==> config.mk <==
export PLATFORM = sky130hd
export DESIGN_NAME = mem_access_ctrl
export DESIGN_NICKNAME = d
export VERILOG_FILES = /design/src/rtl/mem_access_ctrl.sv
export SDC_FILE = /design/constraint.sdc
export NUM_CORES = 1
export LEC_CHECK = 0
export CORE_ASPECT_RATIO = 0.8
export CORE_MARGIN = 2
export CORE_UTILIZATION = 35
export CTS_BUF_LIST = sky130_fd_sc_hd__clkbuf_16
export DETAILED_ROUTE_END_ITERATION = 8
export GPL_ROUTABILITY_DRIVEN = 0
export MAX_ROUTING_LAYER = met4
export PLACE_DENSITY = 0.74
export SETUP_SLACK_MARGIN = 0.5
export SLEW_MARGIN = 25
export SYNTH_ARGS = -nofsm -noshare
export SYNTH_HDL_FRONTEND = slang
export SYNTH_SLANG_ARGS = --single-unit
==> constraint.sdc <==
create_clock -name clk -period 3.3 [get_ports clk]
set_input_delay 0.66 -clock clk [delete_from_list [all_inputs] [get_ports clk]]
set_output_delay 0.66 -clock clk [all_outputs]
set_load 0.02 [all_outputs]
==> src/rtl/mem_access_ctrl.sv <==
// rtl/mem_access_ctrl.sv - request/response front end for a finish-flag latency RAM; optional access timeout via MEMCTRL_TIMEOUT_EN
module mem_access_ctrl #(
    parameter int ADDR_W      = 32,
    parameter int DATA_W      = 32,
    parameter int TIMEOUT_CYC = 64
) (
    input  logic              clk,
    input  logic              rst,
    input  logic              req_valid,
    output logic              req_ready,
    input  logic              req_we,
    input  logic [ADDR_W-1:0] req_addr,
    input  logic [DATA_W-1:0] req_wdata,
    output logic              resp_valid,
    output logic [DATA_W-1:0] resp_rdata,
    output logic              resp_err,
    output logic              mem_en,
    output logic              mem_we,
    output logic [ADDR_W-1:0] mem_addr,
    output logic [DATA_W-1:0] mem_wdata,
    input  logic [DATA_W-1:0] mem_rdata,
    input  logic              mem_finish
);

    typedef enum logic [1:0] {
        IDLE     = 2'd0,
        WAIT_FIN = 2'd1,
        DONE     = 2'd2,
        RELEASE  = 2'd3
    } state_t;

    state_t            state, state_nx;
    logic              mem_en_nx, mem_we_nx, resp_valid_nx;
    logic [ADDR_W-1:0] mem_addr_nx;
    logic [DATA_W-1:0] mem_wdata_nx, resp_rdata_nx;

`ifdef MEMCTRL_TIMEOUT_EN
    localparam int             CNT_W    = $clog2(TIMEOUT_CYC);
    localparam logic [CNT_W-1:0] CNT_LAST = CNT_W'(TIMEOUT_CYC - 1);
    logic [CNT_W-1:0] cnt;
    logic             resp_err_nx;
`endif

    // Reset forces IDLE, but the controller cannot take a request while held in reset.
    assign req_ready = (state == IDLE) && !rst;

    // Next-state and next-output logic; the RAM-side fields only change when accepting in IDLE.
    always_comb begin
        state_nx      = state;
        mem_en_nx     = mem_en;
        mem_we_nx     = mem_we;
        mem_addr_nx   = mem_addr;
        mem_wdata_nx  = mem_wdata;
        resp_rdata_nx = resp_rdata;
        resp_valid_nx = 1'b0;
`ifdef MEMCTRL_TIMEOUT_EN
        resp_err_nx   = 1'b0;
`endif
        case (state)
            IDLE: begin
                mem_en_nx = 1'b0;
                if (req_valid) begin
                    mem_en_nx    = 1'b1;
                    mem_we_nx    = req_we;
                    mem_addr_nx  = req_addr;
                    mem_wdata_nx = req_wdata;
                    state_nx     = WAIT_FIN;
                end
            end
            WAIT_FIN: begin
                if (mem_finish) begin
                    if (!mem_we) begin
                        resp_rdata_nx = mem_rdata;
                    end
                    mem_en_nx     = 1'b0;
                    resp_valid_nx = 1'b1;
                    state_nx      = DONE;
                end
`ifdef MEMCTRL_TIMEOUT_EN
                else if (cnt == CNT_LAST) begin
                    mem_en_nx     = 1'b0;
                    resp_valid_nx = 1'b1;
                    resp_err_nx   = 1'b1;
                    state_nx      = RELEASE;
                end
`endif
            end
            DONE: begin
                mem_en_nx = 1'b0;
                state_nx  = RELEASE;
            end
            RELEASE: begin
                mem_en_nx = 1'b0;
                if (!mem_finish) begin
                    state_nx = IDLE;
                end
`ifdef MEMCTRL_TIMEOUT_EN
                else if (cnt == CNT_LAST) begin
                    state_nx = IDLE;
                end
`endif
            end
            default: begin
                mem_en_nx = 1'b0;
                state_nx  = IDLE;
            end
        endcase
    end

    // State and registered outputs; async reset drops mem_en and any pending response at once.
    always_ff @(posedge clk or posedge rst) begin
        if (rst) begin
            state      <= IDLE;
            mem_en     <= 1'b0;
            mem_we     <= 1'b0;
            mem_addr   <= '0;
            mem_wdata  <= '0;
            resp_rdata <= '0;
            resp_valid <= 1'b0;
        end else begin
            state      <= state_nx;
            mem_en     <= mem_en_nx;
            mem_we     <= mem_we_nx;
            mem_addr   <= mem_addr_nx;
            mem_wdata  <= mem_wdata_nx;
            resp_rdata <= resp_rdata_nx;
            resp_valid <= resp_valid_nx;
        end
    end

`ifdef MEMCTRL_TIMEOUT_EN
    // Error flag travels with resp_valid.
    always_ff @(posedge clk or posedge rst) begin
        if (rst) begin
            resp_err <= 1'b0;
        end else begin
            resp_err <= resp_err_nx;
        end
    end

    // Cycles spent in the current WAIT_FIN or RELEASE visit; any state change restarts it.
    always_ff @(posedge clk or posedge rst) begin
        if (rst) begin
            cnt <= '0;
        end else if (state_nx != state) begin
            cnt <= '0;
        end else if (state == WAIT_FIN || state == RELEASE) begin
            cnt <= cnt + 1'b1;
        end
    end
`else
    assign resp_err = 1'b0;
`endif

endmodule

* After elaboration in Yosys (flattened, before gate mapping)
Cells that the tools add are included.
** Storage, ports and cells
- Flip-flop bits (word level) :: 101
- Output and inout bits :: 101
** Operators by class
- Bitwise operators :: 1
- Eq/ne operators :: 6
- Reduce and logical (&&, ||, !) cells :: 7
- Mux-type cells :: 9
** Operator list (count)
- 2-bit one-hot mux with 4 select lines :: 1
- 2-bit 2-to-1 mux :: 3
- 2-bit inequality test, second input constant :: 3
- 3-bit AND reduction :: 2
- 2-bit equality test, second input constant :: 2
- 1-bit 2-to-1 mux :: 4
- 1-bit one-hot mux with 3 select lines :: 1
- 2-bit by 1-bit equality test with 1-bit output, second input constant :: 1
- 2-bit logical NOT :: 1
- 2-bit AND reduction :: 1
- 2-bit OR reduction :: 1
- 1-bit logical AND :: 1
- 1-bit logical NOT :: 1
- 1-bit inverter :: 1

* Logic depth before layout (Yosys ltp)
Gate-level depths: netlist of run 1.
- Word-level depth :: 3
- Depth in mapped cells :: 7
- Depth with buffers taken out :: 5

* Worst setup path before layout of run 1
OpenSTA, ideal clock, no wires.
- Path kind :: register to output
- From :: register state[0]
- To :: output req_ready
- Path buffers :: 0
- Required time :: 2.640 ns
- Cell stages (with the launch flop) :: 4
- Arrival :: 1.000 ns
- Slack :: 1.640 ns
- Cells stage by stage :: dfrtp_1 > inv_1 > ha_1 > nor2b_1
** On the way
- Longest elaborated chain between the ends :: 2
** Ends and longest elaborated chain
- start: declaration :: RTL line 32 : state_t state, state_nx;
- start signal: assignment :: RTL line 121 : state <= state_nx;
- 2-bit logical NOT :: RTL line 45 : assign req_ready = (state == IDLE) && !rst;
- 1-bit logical AND :: RTL line 45
- end: declaration :: RTL line 10 : output logic req_ready,
Every way passes these cells.

* Final worst setup path of run 1
- From :: register state[1]
- To :: output req_ready
Same word-level chain as after synthesis.

==> impl_metrics.ini, run 1 <==
[timing]
fin_crit_sh_pct = 76.91
clock_skew_ns = 0.008384
final-setup-viol-count = 0
hold_viol_final = 0
whs_ns = 0.4730
maxSlewViolCount = 0
max_freq_mhz = 394.0
worstMarginPinSlew_ns = 0.5776
setup-tns-final_ns = 0
setup_slack_ns = 0.7620
rsz0062_at_grt = false
fin_crit_ns = 2.538
relSlewSlack_pct = 61.49

[synth]
synthArstFlopShare_pct = 100.0
netlist.area_leader.share_pct = 62.75
post-synth-top-count-cell = dfrtp_1
ys_seq_elements = 101
yosys-top-cells-area = dfrtp_1, mux2_2, mux2_4
synth-edff-count = 0
avgSynthCellArea_um2 = 17.51
synth-main-ff-cell = dfrtp_1
syn_area_um2 = 4028
seq_area_frac_synth_pct = 62.75
yosysUniqueCellTypes = 19
synth_commonest_cells = dfrtp_1, mux2_2, mux2_4, buf_6
synth_nets = 335
synth_largest_area_cell = dfrtp_1
synth_cells = 230
ys_warn_count = 0

[drt]
wirelength_um = 9156
route.vias.total = 2642
remaining_drc_errors = 0
drt_pass1_iterations = 4
drt.antenna.violating_nets = 0
wl_per_cell_um = 15.65
first_iter_violations = 97
drt-vias-per-instance = 4.516

[min_path]
hold_class = flip-flop to flip-flop

[clock_network]
clockBufferDepth = 2
postCtsSetupRepairBufs = 0
clk_pin_slew_worst_paths_ns = 0.07
cts_hold_buf = 0
cts_buffers = 9
clock-sinks = 101
clk-insertion-delay-late_ns = 0.34
cts_tree = built
ctsResizeCount = 0
htree_levels = 3
root_buffer = clkbuf_16

[floorplan]
die-area_um2 = 12390
die_x_um = 123.9
die-height_um = 99.95
initial_core_util_pct = 35.37
io_pins = 202
row_count = 35
fp.coreArea_um2 = 11390

[cells_and_area]
regArea_um2 = 2527
num_antenna_cells = 0
nets = 537
n_fill_cell = 945
multi_input_area_um2 = 1346
final_util_pct = 56.54
area_growth_pct = 59.83
drive_gt1_share_pct = 27.92

[place]
dp_slack_ns = 0.7618
place_hpwl_um = 6737
port_buffers = 200

[power_and_ir_drop]
power_density_nw_per_um2 = 1026
ir_worst_vdd_mv = 0.5518
leakagePower_nw = 2.815

[grt]
grt_pass1_vias = 2797
antenna_found_initial = 0
overflow = 0
grt_max_degree = 102
grt_usage_pct = 15.18
grt_pass1_wl_um = 14020

[critical_path]
crit_path_cell_trace = inv_1 > ha_1 > nor2b_1 > clkdlybuf4s50_1
start_kind = flip-flop
end_kind = output pin
cp.required_ns = 2.64
crit_fanout = 4
max_stage_delay_ns = 0.62
worstPathArrival_ns = 1.88
crit_type = flip-flop to output pin
slowest_stage = clkdlybuf4s50_1

[job]
maxCapViolCount = 0

[outcome]
status = complete, no violations
[per-stage QoR]
stage	instance area, um^2	std cells	power, mW
floorplan	4031	230	4.048
global placement	6140	569	5.521
detailed placement	6140	569	5.615
CTS	6437	585	6.698
global route	6437	585	6.967
finish	6437	585	6.607
[critical path: cells and delay by family, from the launching register on]
kind	cells	cell delay [ns]
DFF	1	0.41
buffers and inverters	2	0.72
adders and majority gates	1	0.25
and+or+nand+nor	1	0.16
[kinds of logic after synthesis]
logic type                 count (synthesis)  synth area share (%)
AOI/OAI and AO/OA                          3                0.5591
adders and majority gates                  4                 1.243
buffers and inverters                     16                 3.883
DFF                                      101                 62.75
muxes                                     99                 30.48
other                                      1               0.09311
and+or+nand+nor                            6                0.9941
[worst paths after layout]
kind,from,end,slack [ns],cells past startpoint
worst max-delay path,state[1],req_ready,0.76,4
worst min-delay path,mem_en,mem_en,0.47,1
worst max register to register,state[1],resp_rdata[18],1.32,6
worst min register to register,mem_en,mem_en,0.47,1
max in group asynchronous,rst,resp_rdata[23],2.06,3
min in group asynchronous,rst,mem_wdata[0],0.85,3
[layer usage]
layer | part of all wire, % | track usage (%) | vias up
li1 | - | - | 1199
met1 | 42 | 18.47 | 1321
met2 | 47 | 23.96 | 115
met3 | 9.7 | 5.852 | 7
met4 | 0.82 | 3.630 | 0
met5 | 0 | - | -
[final cells by class]
| class | instances | share of cell area (%) |
|---|---|---|
| sequential | 101 | 39.26 |
| timing repair buffer | 203 | 32.03 |
| multi-input combinational | 113 | 20.91 |
| clock buffer | 9 | 3.499 |
| tap | 148 | 2.877 |
| clock inverter | 7 | 1.127 |
| inverter | 4 | 0.2915 |
[flip-flops by register name, indices dropped and copies added, names as in the netlist]
signal and flops:
mem_wdata 32, mem_addr 32, mem_we 1, mem_en 1, resp_rdata 32, resp_valid 1
state 2
[power by group]
group | leakage, nW | internal, mW | switching [mW] | total [mW]
clock network | 0.144 | 0.591 | 0.462 | 1.05
logic | 1.47 | 1.90 | 1.45 | 3.35
registers | 1.20 | 1.87 | 0.332 | 2.21
[cells in the final DEF, fill, tap and decap left out, types with 2 or more instances in the layout]
| master | n |
|---|---|
| buf_12 | 3 |
| mux2_2 | 69 |
| inv_1 | 3 |
| clkdlybuf4s50_1 | 200 |
| mux2_4 | 30 |
| ha_1 | 4 |
| clkbuf_16 | 9 |
| inv_6 | 2 |
| clkinvlp_4 | 2 |
| dfrtp_1 | 101 |
No activity file was read; power rests on OpenSTA's default activity.
==> inputs of run 2 (changes only) <==
PLACE_DENSITY = 0.71   (was 0.74)
clock period = 2.59 ns   (was 3.3 ns; I/O delays follow)
==> impl_metrics.ini, run 2 (synthesized netlist as in run 1, its figures left out) <==
[cells_and_area]
drive_gt1_share_pct = 28.15
n_fill_cell = 947
num_antenna_cells = 0
final_common_cell = clkdlybuf4s50_1
layout_common_cells = clkdlybuf4s50_1, dfrtp_1, mux2_2
regArea_um2 = 2527
area_growth_pct = 61.45
multi_input_area_um2 = 1346
nets = 539
reg.largest.list = mem_addr (32), mem_wdata (32), resp_rdata (32)

[drt]
first_iter_violations = 75
wirelength_um = 9424
wl_per_cell_um = 16.11
drt_pass1_iterations = 3
route.vias.total = 2634
drt.antenna.violating_nets = 0
remaining_drc_errors = 0
drt-vias-per-instance = 4.503

[timing]
fin_crit_sh_pct = 73.93
hold_viol_final = 0
setup-tns-final_ns = 0
maxSlewViolCount = 0
fin_crit_ns = 1.915
final-setup-viol-count = 0
whs_ns = 0.4830
rsz0062_at_grt = false
clock_skew_ns = 0.007622
max_freq_mhz = 522.3

[clock_network]
ctsResizeCount = 2
cts_hold_buf = 0
clk_pin_slew_worst_paths_ns = 0.07
htree_levels = 3
clockBufferDepth = 2
cts_buffers = 9
clk-insertion-delay-late_ns = 0.33
root_buffer = clkbuf_16
postCtsSetupRepairBufs = 0
cts_tree = built
clock-sinks = 101

[critical_path]
crit_fanout = 4
crit_type = flip-flop to output pin
start_kind = flip-flop
worstPathArrival_ns = 1.40
end_kind = output pin
cp.required_ns = 2.07

[floorplan]
fp.coreArea_um2 = 11390
die-height_um = 99.95
die_x_um = 123.9
initial_core_util_pct = 35.37
die-area_um2 = 12390
row_count = 35
io_pins = 202

[outcome]
status = complete, no violations

[power_and_ir_drop]
p_seq_share_pct = 32.7
leakagePower_nw = 2.854
p_int_mw = 5.754
pwr-share-comb_pct = 50.1
power_density_nw_per_um2 = 1323
power.switching_mw = 2.846
ir_worst_vdd_mv = 0.6153
clockPowerShare_pct = 17.3
switching_share_pct = 33.09

[grt]
antenna_found_initial = 0
overflow = 0
grt_usage_pct = 15.54
grt_pass1_vias = 2790
grt_max_degree = 59
grt_pass1_wl_um = 14260

[min_path]
hold_class = input port to async pin

[place]
port_buffers = 200
place_hpwl_um = 7042

[job]
maxCapViolCount = 0
==> run 2: final timing paths <==
check	slack, ns	endpoint	cells past startpoint	start
min in group clk	0.49	mem_en	1	mem_en
worst max register to register	0.75	resp_rdata[28]	6	state[1]
max in group asynchronous	1.57	mem_wdata[28]	3	rst
worst max-delay path	0.68	req_ready	4	state[0]
worst min register to register	0.49	mem_en	1	mem_en
worst min-delay path	0.48	mem_wdata[18]	2	rst
==> run 2: cell type report <==
class                      instances  share of cell area (%)
multi-input combinational        113                   20.70
inverter                           4                  0.2886
clock inverter                     5                   1.578
clock buffer                       9                   3.464
timing repair buffer             205                   32.25
tap                              148                   2.848
sequential                       101                   38.87
==> run 2: layer usage <==
| metal | global-route usage [%] | share of wire (%) |
|---|---|---|
| met4 | 3.630 | 0.77 |
| met2 | 24.22 | 47 |
| met5 | - | 0 |
| met1 | 19.45 | 43 |
| met3 | 5.625 | 9.1 |
==> run 2: worst max-delay path: stages, from the launching register on <==
cell and delay [ns]:
dfrtp_1 0.41, inv_1 0.10, ha_1 0.23, nor2b_1 0.15, clkbuf_2 0.17
==> run 2: through the flow <==
step / instances / setup slack [ns] / area [um^2] / power [mW] / util (%)
after floorplan: 230 / 0.8684 / 4031 / 5.158 / -
after global placement: 571 / 0.3557 / 6180 / 7.080 / 54.27
after detailed placement: 571 / 0.3572 / 6180 / 7.189 / 54.27
after CTS: 585 / 0.5141 / 6507 / 8.719 / 57.15
after global routing: 585 / 0.5743 / 6502 / 9.078 / 57.11
final: 585 / 0.6753 / 6502 / 8.600 / 57.11
==> run 2: power by group through the flow <==
stage	clock network, mW	logic (mW)	registers [mW]
after global routing	1.61	4.54	2.92
after detailed placement	0	4.35	2.84
final	1.49	4.30	2.81
after floorplan	0	1.39	3.77
after global placement	0	4.28	2.80
after CTS	1.54	4.36	2.82
